[src/rtl/sc_pkg.sv]
// Shared types and helpers for the stochastic-computing sequence generator.
// Holds the sequence-mode encoding, the controller state encoding, the
// default scramble mask word and a width-generic bit-reverse helper.
package sc_pkg;

  typedef enum logic [1:0] {
    SEQ_CNT     = 2'd0,
    SEQ_VDC     = 2'd1,
    SEQ_VDC_SCR = 2'd2,
    SEQ_RSVD    = 2'd3
  } sc_seq_mode_e;

  typedef enum logic {
    ST_IDLE = 1'b0,
    ST_RUN  = 1'b1
  } sc_state_e;

  // Widest sequence word the helpers below can handle.
  localparam int unsigned SC_MAX_W = 32;

  // Per-channel scramble mask used when no mask is supplied.
  localparam logic [SC_MAX_W-1:0] SC_DEFAULT_MASK_WORD = 32'h0000_0000;

  // Reverse the low w bits of x; bits at and above w come back as zero.
  function automatic logic [SC_MAX_W-1:0] sc_bitrev(input logic [SC_MAX_W-1:0] x,
                                                    input int unsigned w);
    logic [SC_MAX_W-1:0] full_rev_s;
    full_rev_s = {<<{x}};
    return full_rev_s >> (SC_MAX_W - w);
  endfunction

endpackage

[src/rtl/sc_seq_chan.sv]
// One channel of the sequence generator: maps the shared counter to this
// channel's sequence word and compares it against the channel's probability.
module sc_seq_chan
  import sc_pkg::*;
#(
  parameter int unsigned N = 12
) (
  input  logic [N-1:0]  count,
  input  sc_seq_mode_e  mode_q,
  input  logic [N-1:0]  mask,
  input  logic [N-1:0]  value_q,
  output logic [N-1:0]  seq,
  output logic          cmp
);

  logic [SC_MAX_W-1:0] count_wide_s;
  logic [SC_MAX_W-1:0] rev_wide_s;
  logic [N-1:0]        rev_s;
  logic [N-1:0]        seq_s;

  assign count_wide_s = SC_MAX_W'(count);
  assign rev_wide_s   = sc_bitrev(count_wide_s, N);
  assign rev_s        = rev_wide_s[N-1:0];

  // Select the sequence word; the reserved mode falls back to plain van der Corput.
  always_comb begin
    seq_s = rev_s;
    case (mode_q)
      SEQ_CNT:     seq_s = count;
      SEQ_VDC:     seq_s = rev_s;
      SEQ_VDC_SCR: seq_s = rev_s ^ mask;
      SEQ_RSVD:    seq_s = rev_s;
      default:     seq_s = rev_s;
    endcase
  end

  assign seq = seq_s;
  // Strict N-bit unsigned compare: value 0 never fires, all-ones misses only seq = all-ones.
  assign cmp = (value_q > seq_s);

endmodule

[src/rtl/sc_ldseq_gen.sv]
// Multi-channel low-discrepancy sequence generator / stochastic number
// generator. One start runs a 2^N-tick period; each advancing tick emits one
// registered comparator bit per channel for the current counter value.
module sc_ldseq_gen
  import sc_pkg::*;
#(
  parameter int unsigned       N        = 12,
  parameter int unsigned       CH       = 4,
  parameter logic [CH*N-1:0]   SCR_MASK = {CH{SC_DEFAULT_MASK_WORD[N-1:0]}}
) (
  input  logic              clock,
  input  logic              reset_n,
  input  logic              start,
  input  logic [1:0]        mode,
  input  logic [CH*N-1:0]   value,
  input  logic              enable,
  output logic              busy,
  output logic              done,
  output logic [N-1:0]      count_out,
  output logic [CH*N-1:0]   seq_out,
  output logic [CH-1:0]     stream,
  output logic              stream_valid
);

  localparam logic [N-1:0] COUNT_LAST = {N{1'b1}};

  sc_state_e         state_r;
  logic [N-1:0]      count_r;
  sc_seq_mode_e      mode_q_r;
  logic [CH*N-1:0]   value_q_r;
  logic              busy_r;
  logic              done_r;
  logic [CH-1:0]     stream_r;
  logic              stream_valid_r;
  logic [CH-1:0]     cmp_s;

  for (genvar gi = 0; gi < CH; gi++) begin : g_chan
    sc_seq_chan #(
      .N (N)
    ) u_chan (
      .count   (count_r),
      .mode_q  (mode_q_r),
      .mask    (SCR_MASK[gi*N +: N]),
      .value_q (value_q_r[gi*N +: N]),
      .seq     (seq_out[gi*N +: N]),
      .cmp     (cmp_s[gi])
    );
  end

  // Period controller: start restarts from any state, advancing ticks register the stream bits.
  always_ff @(posedge clock or negedge reset_n) begin
    if (!reset_n) begin
      state_r        <= ST_IDLE;
      count_r        <= {N{1'b0}};
      mode_q_r       <= SEQ_CNT;
      value_q_r      <= {(CH*N){1'b0}};
      busy_r         <= 1'b0;
      done_r         <= 1'b0;
      stream_r       <= {CH{1'b0}};
      stream_valid_r <= 1'b0;
    end else if (start) begin
      state_r        <= ST_RUN;
      count_r        <= {N{1'b0}};
      mode_q_r       <= sc_seq_mode_e'(mode);
      value_q_r      <= value;
      busy_r         <= 1'b1;
      done_r         <= 1'b0;
      stream_valid_r <= 1'b0;
    end else if ((state_r == ST_RUN) && enable) begin
      stream_r       <= cmp_s;
      stream_valid_r <= 1'b1;
      count_r        <= count_r + N'(1'b1);
      if (count_r == COUNT_LAST) begin
        state_r <= ST_IDLE;
        busy_r  <= 1'b0;
        done_r  <= 1'b1;
      end else begin
        state_r <= ST_RUN;
        busy_r  <= 1'b1;
        done_r  <= 1'b0;
      end
    end else begin
      stream_valid_r <= 1'b0;
      done_r         <= 1'b0;
    end
  end

  assign busy         = busy_r;
  assign done         = done_r;
  assign count_out    = count_r;
  assign stream       = stream_r;
  assign stream_valid = stream_valid_r;

endmodule

[config.mk]
export PLATFORM = sky130hd
export DESIGN_NAME = sc_ldseq_gen
export DESIGN_NICKNAME = d
export VERILOG_FILES = /design/src/rtl/sc_pkg.sv /design/src/rtl/sc_seq_chan.sv /design/src/rtl/sc_ldseq_gen.sv
export SDC_FILE = /design/constraint.sdc
export NUM_CORES = 1
export LEC_CHECK = 0
export BUFFER_PORTS_ARGS = -buffer_cell sky130_fd_sc_hd__buf_2
export CORE_AREA = 3 3 132 134
export DETAILED_ROUTE_END_ITERATION = 10
export DIE_AREA = 0 0 135 137
export REMOVE_ABC_BUFFERS = 1
export SYNTH_ARGS = -nofsm -noshare
export SYNTH_HDL_FRONTEND = slang
export SYNTH_HIERARCHICAL = 1
export SYNTH_SLANG_ARGS = --single-unit
export TNS_END_PERCENT = 20
[constraint.sdc]
create_clock -name clock -period 2.3 [get_ports clock]
set_input_delay 0.23 -clock clock [delete_from_list [all_inputs] [get_ports clock]]
set_output_delay 0.23 -clock clock [all_outputs]
set_load 0.05 [all_outputs]
# Word-level counts from Yosys, hierarchy flattened
# Cells that the tools add are included.
dict set report word_totals {
  ff_bits 69
  inputBits 54
  out_inout_bits 67
  elab_cells 33
}
dict set report classes {
  add_sub_neg 1
  magnitude_cmp 4
  eq_ne 4
  muxes 11
  bitwise_logic 1
  n_reduce_logical 5
}
# cell n
set ops {}
lappend ops {{greater-than comparator 12 bit} 4}
lappend ops {{two-way mux 12 bit} 2}
lappend ops {{one-hot mux 12 bit (2 select lines)} 1}
lappend ops {{adder 12 x 1 -> 12 bit (second input constant)} 1}
lappend ops {{== test 12 bit (second input constant)} 1}
lappend ops {{two-way mux 1 bit} 8}
lappend ops {{== test 2 bit (second input constant)} 2}
lappend ops {{OR reduction 3 bit} 1}
lappend ops {{== test 2 x 1 -> 1 bit (second input constant)} 1}
lappend ops {{zero test 2 bit} 1}
lappend ops {{AND reduction 2 bit} 1}
lappend ops {{nonzero test 2 bit} 1}
lappend ops {{logical AND 1 bit} 1}
lappend ops {{NOT 1 bit} 1}

# Logic depth before layout (Yosys ltp)
# Gate-level depths: netlist of the first run.
dict set report depth {
  word_depth 4
  mapped_depth 11
  depth_no_buf 10
}

# Modules after synthesis
# The synthesis of the first run kept the hierarchy.
# mod n_inst cells_each area_per_inst_um2 seq_area_each_um2
set modules_own_cells {}
lappend modules_own_cells {sc_seq_chan 4 100 752.0 0.0}
lappend modules_own_cells {sc_ldseq_gen 1 180 2681.3 1726.7}

# Worst setup path after synthesis of the first run
# OpenSTA, ideal clock, no wires.
dict set report synth_path {
  path_kind {flip-flop to flip-flop}
  start {register count_r[11], in the netlist count_out[11]}
  end {register stream_r[0], in the netlist stream[0]}
  setup_time_ns 0.125
  t_arrival_ns 2.900
  required_ns 2.175
  slack_ns -0.725
  stages_incl_launch_ff 9
  path_buffers 0
  synth_period_minus_slack_ns 3.025
  cell_sequence {dfrtp_1 -> o21ai_0 -> a21oi_1 -> ha_1 -> nor2b_1 -> o211ai_1 -> a211o_1 -> a31oi_1 -> mux2_2}
}
dict set report synth_via {
  elab_chain_len 2
}
# item line_no
set synth_lines {}
lappend synth_lines {{start, declared} sc_ldseq_gen.sv:28} ;# logic [N-1:0] count_r;
lappend synth_lines {{start signal, assigned} sc_ldseq_gen.sv:54} ;# count_r <= {N{1'b0}};
lappend synth_lines {{start signal, assigned} sc_ldseq_gen.sv:63} ;# count_r <= {N{1'b0}};
lappend synth_lines {{start signal, assigned} sc_ldseq_gen.sv:72} ;# count_r <= count_r + N'(1'b1);
lappend synth_lines {{one-hot mux 12 bit (2 select lines)} sc_seq_chan.sv:28} ;# case (mode_q)
lappend synth_lines {{net seq_out[0]} sc_ldseq_gen.sv:20} ;# output logic [CH*N-1:0] seq_out,
lappend synth_lines {{greater-than comparator 12 bit} sc_seq_chan.sv:39} ;# assign cmp = (value_q > seq_s);
lappend synth_lines {{net cmp_s[0]} sc_ldseq_gen.sv:35} ;# logic [CH-1:0] cmp_s;
lappend synth_lines {{end signal, assigned} sc_ldseq_gen.sv:59} ;# stream_r <= {CH{1'b0}};
lappend synth_lines {{end signal, assigned} sc_ldseq_gen.sv:70} ;# stream_r <= cmp_s;
lappend synth_lines {{end, declared} sc_ldseq_gen.sv:33} ;# logic [CH-1:0] stream_r;
# The timed path passes the listed nets, and every way through them passes these cells.
# A chain may end at the register's enable or synchronous reset.

# Worst setup path in the final report of the first run
dict set report layout_path {
  start {register mode_q_r[1]}
  end {register stream_r[2], in the netlist stream[2]}
}
dict set report layout_via {
  elab_chain_len 4
  word_cells_on_any_way 7
  cone_classes {order compare (1); eq/ne (3); mux (1); reduce/logical (2)}
}
# item line_no
set layout_lines {}
lappend layout_lines {{start, declared} sc_ldseq_gen.sv:29} ;# sc_seq_mode_e mode_q_r;
lappend layout_lines {{start signal, assigned} sc_ldseq_gen.sv:64} ;# mode_q_r <= sc_seq_mode_e'(mode);
lappend layout_lines {{== test 2 x 1 -> 1 bit or == test 2 bit (tied branches)} sc_seq_chan.sv:28}
lappend layout_lines {{OR reduction 3 bit (no line)} -}
lappend layout_lines {{one-hot mux 12 bit (2 select lines) *} sc_seq_chan.sv:28}
lappend layout_lines {{greater-than comparator 12 bit *} sc_seq_chan.sv:39}
lappend layout_lines {{net cmp_s[2]} sc_ldseq_gen.sv:35}
# Mark *: on every way through the listed nets, which the timed path passes. The rest lies on a longest branch.

==> results of run 1 <==
[placed cells by master (no fill, tap or decap), drive strengths merged, types with 17 or more instances in the layout]
cell and count:
a21oi 31, and3 40, buf 201, conb 96, dfrtp 69, ha 49, mux2 54, nand3 17
nand4 18, nor2 51, o21ai 59, o221a 40, o221ai 40
[path summary, 6_finish.rpt]
path | end | slack, ns
worst max register to register | stream[2] | 0.06
min in group asynchronous | mode_q_r[1] | 0.50
max in group asynchronous | count_out[1] | 1.11
worst min-delay path | value_q_r[26] | 0.11
worst min register to register | value_q_r[36] | 0.51
worst max-delay path | stream[2] | 0.06
[flip-flops by register name, summed over array words and instances, names as in the netlist]
name          count
value_q_r        48
count_out        12
busy              1
done              1
mode_q_r          2
stream_valid      1
stream            4
[cell usage after synthesis, types with 5 or more instances]
master     n  area [um^2]
and3_1    20          125
and3_4    20          225
nor2_1    51          191
o21ai_0   39          195
dfrtp_1   69         1730
nand2_1   16         60.1
a21oi_1   31          155
nand4_1   17          106
ha_1      49          613
o221ai_1  40          350
buf_2     26          130
xor2_1     9         78.8
o21ai_2   20          175
inv_1      8         30.0
o221a_2   32          360
nand2b_1   5         31.3
nand3_1   17         85.1
o221a_1    8         90.1
mux2_2    54          608
[where the power goes]
group	leakage (uW)	total (uW)	switching, uW	internal [uW]
registers	0.000831	1420	85.5	1340
clock network	0.000158	1540	568	977
logic	0.00276	2130	1290	841
[metal layers]
metal  routed length, um  up-vias  track usage [%]
li1                    -     2771                -
met1                7710     2661             22.9
met2                8070      101             30.4
met3                 643       12             3.20
met4                 177        0             4.42
met5                   0        -                0
[what timing repair did]
item,4_1_cts,5_1_grt
cloned,0,1
pin swaps,0,37
resized for setup,3,65
hold buffers,1,0
endpoints found under the hold margin,29,0
buffers inserted,1,10
setup endpoints to repair,6,4
[final cells by class]
cell class / count / area, um^2
Multi-Input combinational cell: 564 / 4270
Sequential cell: 69 / 1730
Clock buffer: 10 / 239
Tap cell: 220 / 275
Clock inverter: 6 / 86.3
Inverter: 12 / 62.6
Timing Repair Buffer: 202 / 1410
Fill cell: 1572 / 8330
[logic make-up after synthesis]
logic type                 share of synthesized area (%)
adders and majority gates                           10.8
buffers and inverters                               3.94
muxes                                               10.7
AOI/OAI and AO/OA                                   25.9
DFF                                                 30.3
and+or+nand+nor                                     16.9
xor gates and xnor gates                            1.39
other                                             0.0659
[worst reg2reg max path, stage by stage (launching register included)]
cell and delay, ns:
dfrtp_2 0.48, buf_6 0.17, buf_4 0.12, buf_4 0.14, o21ai_4 0.06, o221ai_2 0.12
ha_1 0.37, buf_6 0.11, nand4_1 0.06, nor3_1 0.18, a31oi_1 0.06, mux2_4 0.26
[stage by stage]
stage                     util, %  power [uW]  worst slack, ns  setup TNS, ns  std cells
final                        49.2        5100           0.0573              0       1083
after global routing         49.2        5400          -0.0413         -0.119       1083
after CTS                    47.3        5000           0.0509              0       1072
after detailed placement     45.1        3420          -0.0921         -0.219       1054
after global placement       45.1        3400          -0.0608        -0.0969       1054
after floorplan                 -        2820            -1.57         -19.03        644
==> qor.yml, run 1 <==
status: "completed"
vias: 5545
clock_path_buffers: 2
area_growth_pct: 41.9
synth.distinct_cells: 36
skew_ns: 0.00571
worstMarginPinSlew_ns: 1.04
grt_pass1_wl_um: 26000
place_area_um2: 7410
hold_violations: 0
die_x_um: 135
dp_hpwl_um: 12200
antennaDiodeCount: 0
wl_per_cell_um: 15.3
synth_edf_count: 0
critPathBufInv: 4
gr-usage-all-layers_pct: 17.6
crit_type: "reg2reg"
ir_worst_vdd_mv: 0.353
max_stage_delay_ns: 0.48
cts_tree: "done"
rsz0062_at_grt: "yes"
antenna_found_initial: 0
die-area_um2: 18500
finalCriticalPeriod_ns: 2.24
grt_max_degree: 43
drc: 0
ios: 121
ys_ff_latch: 69
wl_um: 16600
crit_path_start: "mode_q_r[1]"
slew-limit-headroom_pct: 30.6
stdcell_area_um2: 8070
cts_buffers: 9
rows: 47
yosysSeqAreaShare_pct: 30.3
first_global_vias: 5108
clock.fmax_mhz: 446
startpoint_type: "flip-flop"
setup_viol: 0
path_max_fanout: 6
grt_overflow: 0
htreeDepth: 3
cp-end-kind: "flip-flop"
hold_ws_ns: 0.111
drv_cap: 0
cts-root-buf: "clkbuf_16"
clk_latency_ns: 0.35
syn_area_um2: 5690
critical_path_arrival_ns: 2.48
layout-drive-gt1-share_pct: 43.9
fin_crit_sh_pct: 97.5
vias_per_cell: 5.12
hold_class: "in2reg"
required_ns: 2.53
core_um2: 16400
r2r-start: "mode_q_r[1]"
ys_warn_count: 6
hold_path_depth: 2
syn_area_per_cell_um2: 9.81
drt.antenna.violating_nets: 0
powerDensity_nw_per_um2: 631
worstRegToRegCells: 11
worstPathCellList: "buf_6 > buf_4 > buf_4 > o21ai_4 > o221ai_2 > ha_1 > buf_6 > nand4_1 > nor3_1 > a31oi_1 > mux2_4"
cts_sinks: 69
start_util_pct: 34.7
synthCells: 580
crit_slowest_cell: "dfrtp_2"
critical_path.top_delay_family: "buffers and inverters"
power.leakage_uw: 0.00375
hold_path_startpoint: "value[26]"
drt_first_pass_iters: 5
async_reset_ff_share_pct: 100
drv_slew: 0
portBuffers: 120
gp_congestion: 0.810
clk_pin_slew_ns: 0.06
drt_iter0_markers: 184
synth_flop_cell: "dfrtp_1"
nets: 961
die_y_um: 137
cp_num_cells: 11
Note: power is estimated with default switching activity, not from simulation.
==> run 2, diff against run 1 <==
--- a/config.mk
+++ b/config.mk
@@ -6,9 +6,10 @@
 export NUM_CORES = 1
 export LEC_CHECK = 0
 export BUFFER_PORTS_ARGS = -buffer_cell sky130_fd_sc_hd__buf_2
-export CORE_AREA = 3 3 132 134
+export CORE_AREA = 3 3 110 112
 export DETAILED_ROUTE_END_ITERATION = 10
-export DIE_AREA = 0 0 135 137
+export DIE_AREA = 0 0 113 115
+export PLACE_DENSITY = 0.77
 export REMOVE_ABC_BUFFERS = 1
 export SYNTH_ARGS = -nofsm -noshare
 export SYNTH_HDL_FRONTEND = slang
==> run 2 against run 1 <==
Net effect: global-route usage rose by 7.4 points; the flow now finishes with violations (setup timing); sequential cell count did not move; critical path type unchanged; worst hold slack improved by 0.015 ns; utilization rose by 18 points.
==> qor.yml, run 2 (same netlist as run 1, synthesis figures left out) <==
post-cts-setup-buffers: 0
rsz0062_at_grt: "yes"
area_growth_pct: 33.7
slew-limit-headroom_pct: 46.9
first_global_vias: 5552
ios: 121
rows: 39
cts_buffers: 9
violations: "setup timing"
nets: 941
vias_per_cell: 5.79
drv_slew: 0
htreeDepth: 3
vias: 5709
setup_viol: 2
gp_congestion: 0.820
path_max_fanout: 7
wl_per_cell_um: 16.6
crit_type: "reg2reg"
layout-drive-gt1-share_pct: 41.4
ir_worst_vdd_mv: 0.377
final_common_cell: "buf_2"
critical_path_arrival_ns: 2.62
grt_max_degree: 70
clk_latency_ns: 0.33
drv_cap: 0
antennaDiodeCount: 0
grt_overflow: 0
mostFrequentLayoutCells: "buf_2, conb_1, dfrtp_1"
fin_crit_sh_pct: 102
clock_path_buffers: 2
startpoint_type: "flip-flop"
max_stage_delay_ns: 0.44
drt_first_pass_iters: 6
clock.fmax_mhz: 425
antenna_found_initial: 0
stdcell_count: 986
clk_pin_slew_ns: 0.06
die_y_um: 115
portBuffers: 120
r2r_slack_ns: -0.05
post-route-worst-setup-slack_ns: -0.0537
required_ns: 2.57
cts_sinks: 69
start_util_pct: 50.3
hold_class: "in2reg"
worstMarginPinSlew_ns: 0.797
core_um2: 11300
pre_cts_ws_ns: -0.0691
r2r-start: "mode_q_r[0]"
die-area_um2: 13000
cts-root-buf: "clkbuf_16"
finalCriticalPeriod_ns: 2.35
cp-end-kind: "flip-flop"
whs_endpoint: "value_q_r[27]"
drc: 0
grt_pass1_wl_um: 26500
drt.antenna.violating_nets: 0
hold_violations: 0
worstPathCellList: "buf_6 > or2_4 > buf_6 > o221ai_1 > ha_1 > nand4_1 > a211o_1 > a31oi_1 > mux2_4"
worstRegToRegCells: 9
largest_reg_flops: 48
r2r_end: "stream[3]"
hold_path_depth: 2
skew_ns: 0.00439
dp_hpwl_um: 12000
die_x_um: 113
power.leakage_uw: 0.00359
cts_tree: "done"
wl_um: 16400
dp_cells: 969
regMostFlops: "value_q_r"
powerDensity_nw_per_um2: 626
hold_path_startpoint: "value[27]"
drt_iter0_markers: 404
crit_slowest_cell: "dfrtp_2"
cp_common_cell: "buf_6"
status: "finished with violations"
gr-usage-all-layers_pct: 25.0
[run 2: cell count changes in the layout (fill, tap and decap cells not counted), moves of 2 or more]
cell and change:
a21oi_1 +7, buf_6 -5, o21ai_4 -2, a21oi_2 -7, bufinv_16 -2, o22ai_2 -2
inv_2 +2, buf_12 -5, o21ai_0 +2, mux2_2 +2, inv_6 -2, mux2_4 -2
buf_4 -8
[run 2: cell type report]
class | instances | area [um^2]
Multi-Input combinational cell | 563 | 4190
Sequential cell | 69 | 1730
Tap cell | 143 | 179
Clock inverter | 4 | 22.5
Clock buffer | 12 | 256
Timing Repair Buffer | 183 | 1180
Fill cell | 891 | 3720
Inverter | 12 | 52.6
[run 2: how the worst max path moves through the flow]
stage / to / start / cells past startpoint / slack, ns
3_5_place_dp: stream[2] / mode_q_r[1] / 10 / -0.07
5_1_grt: stream[3] / mode_q_r[1] / 9 / -0.17
4_1_cts: stream[3] / mode_q_r[0] / 9 / 0.007
2_1_floorplan: stream[0] / mode_q_r[1] / 9 / -1.57
6_report: stream[3] / mode_q_r[0] / 9 / -0.05
3_3_place_gp: stream[2] / mode_q_r[1] / 10 / 0.04
[run 2: critical path: cells and delay by family, from the launching register on]
| kind | cells | cell delay, ns |
|---|---|---|
| muxes | 1 | 0.19 |
| DFF | 1 | 0.44 |
| adders and majority gates | 1 | 0.19 |
| AOI/OAI and AO/OA | 3 | 0.74 |
| buffers and inverters | 2 | 0.28 |
| and+or+nand+nor | 2 | 0.44 |
[run 2: power breakdown]
part / leakage (uW) / internal, uW / switching (uW)
combinational: 0.00262 / 760 / 1280
clock: 0.000138 / 783 / 518
sequential: 0.000830 / 1340 / 84.6
total: 0.00359 / 2880 / 1880
[run 2: what timing repair did]
| item | 4_1_cts | 5_1_grt |
|---|---|---|
| gates cloned | 0 | 0 |
| gates resized for setup | 7 | 31 |
| pin swaps | 2 | 6 |
| hold buffers | 1 | 0 |
| endpoints found under the hold margin | 69 | 0 |
| setup endpoints to repair | 4 | 6 |
[run 2: layer usage]
layer	global-route usage, %	up-vias	routed length, um
met4	10.0	0	372
met5	0	-	0
li1	-	2734	-
met3	4.37	34	961
met2	45.1	219	8490
met1	29.5	2722	6590
[run 2: stage by stage]
stage / area (um^2) / total power, uW / TNS, ns / util (%) / hold slack, ns
finish: 7600 / 4760 / -0.0578 / 67.2 / 0.126
global route: 7600 / 5020 / -0.299 / 67.2 / 0.121
CTS: 7510 / 4730 / 0 / 66.4 / 0.117
detailed placement: 7200 / 3410 / -0.126 / 63.6 / 0.294
global placement: 7200 / 3320 / 0 / 63.6 / 0.273
floorplan: 5870 / 2820 / -19.03 / - / -0.0656
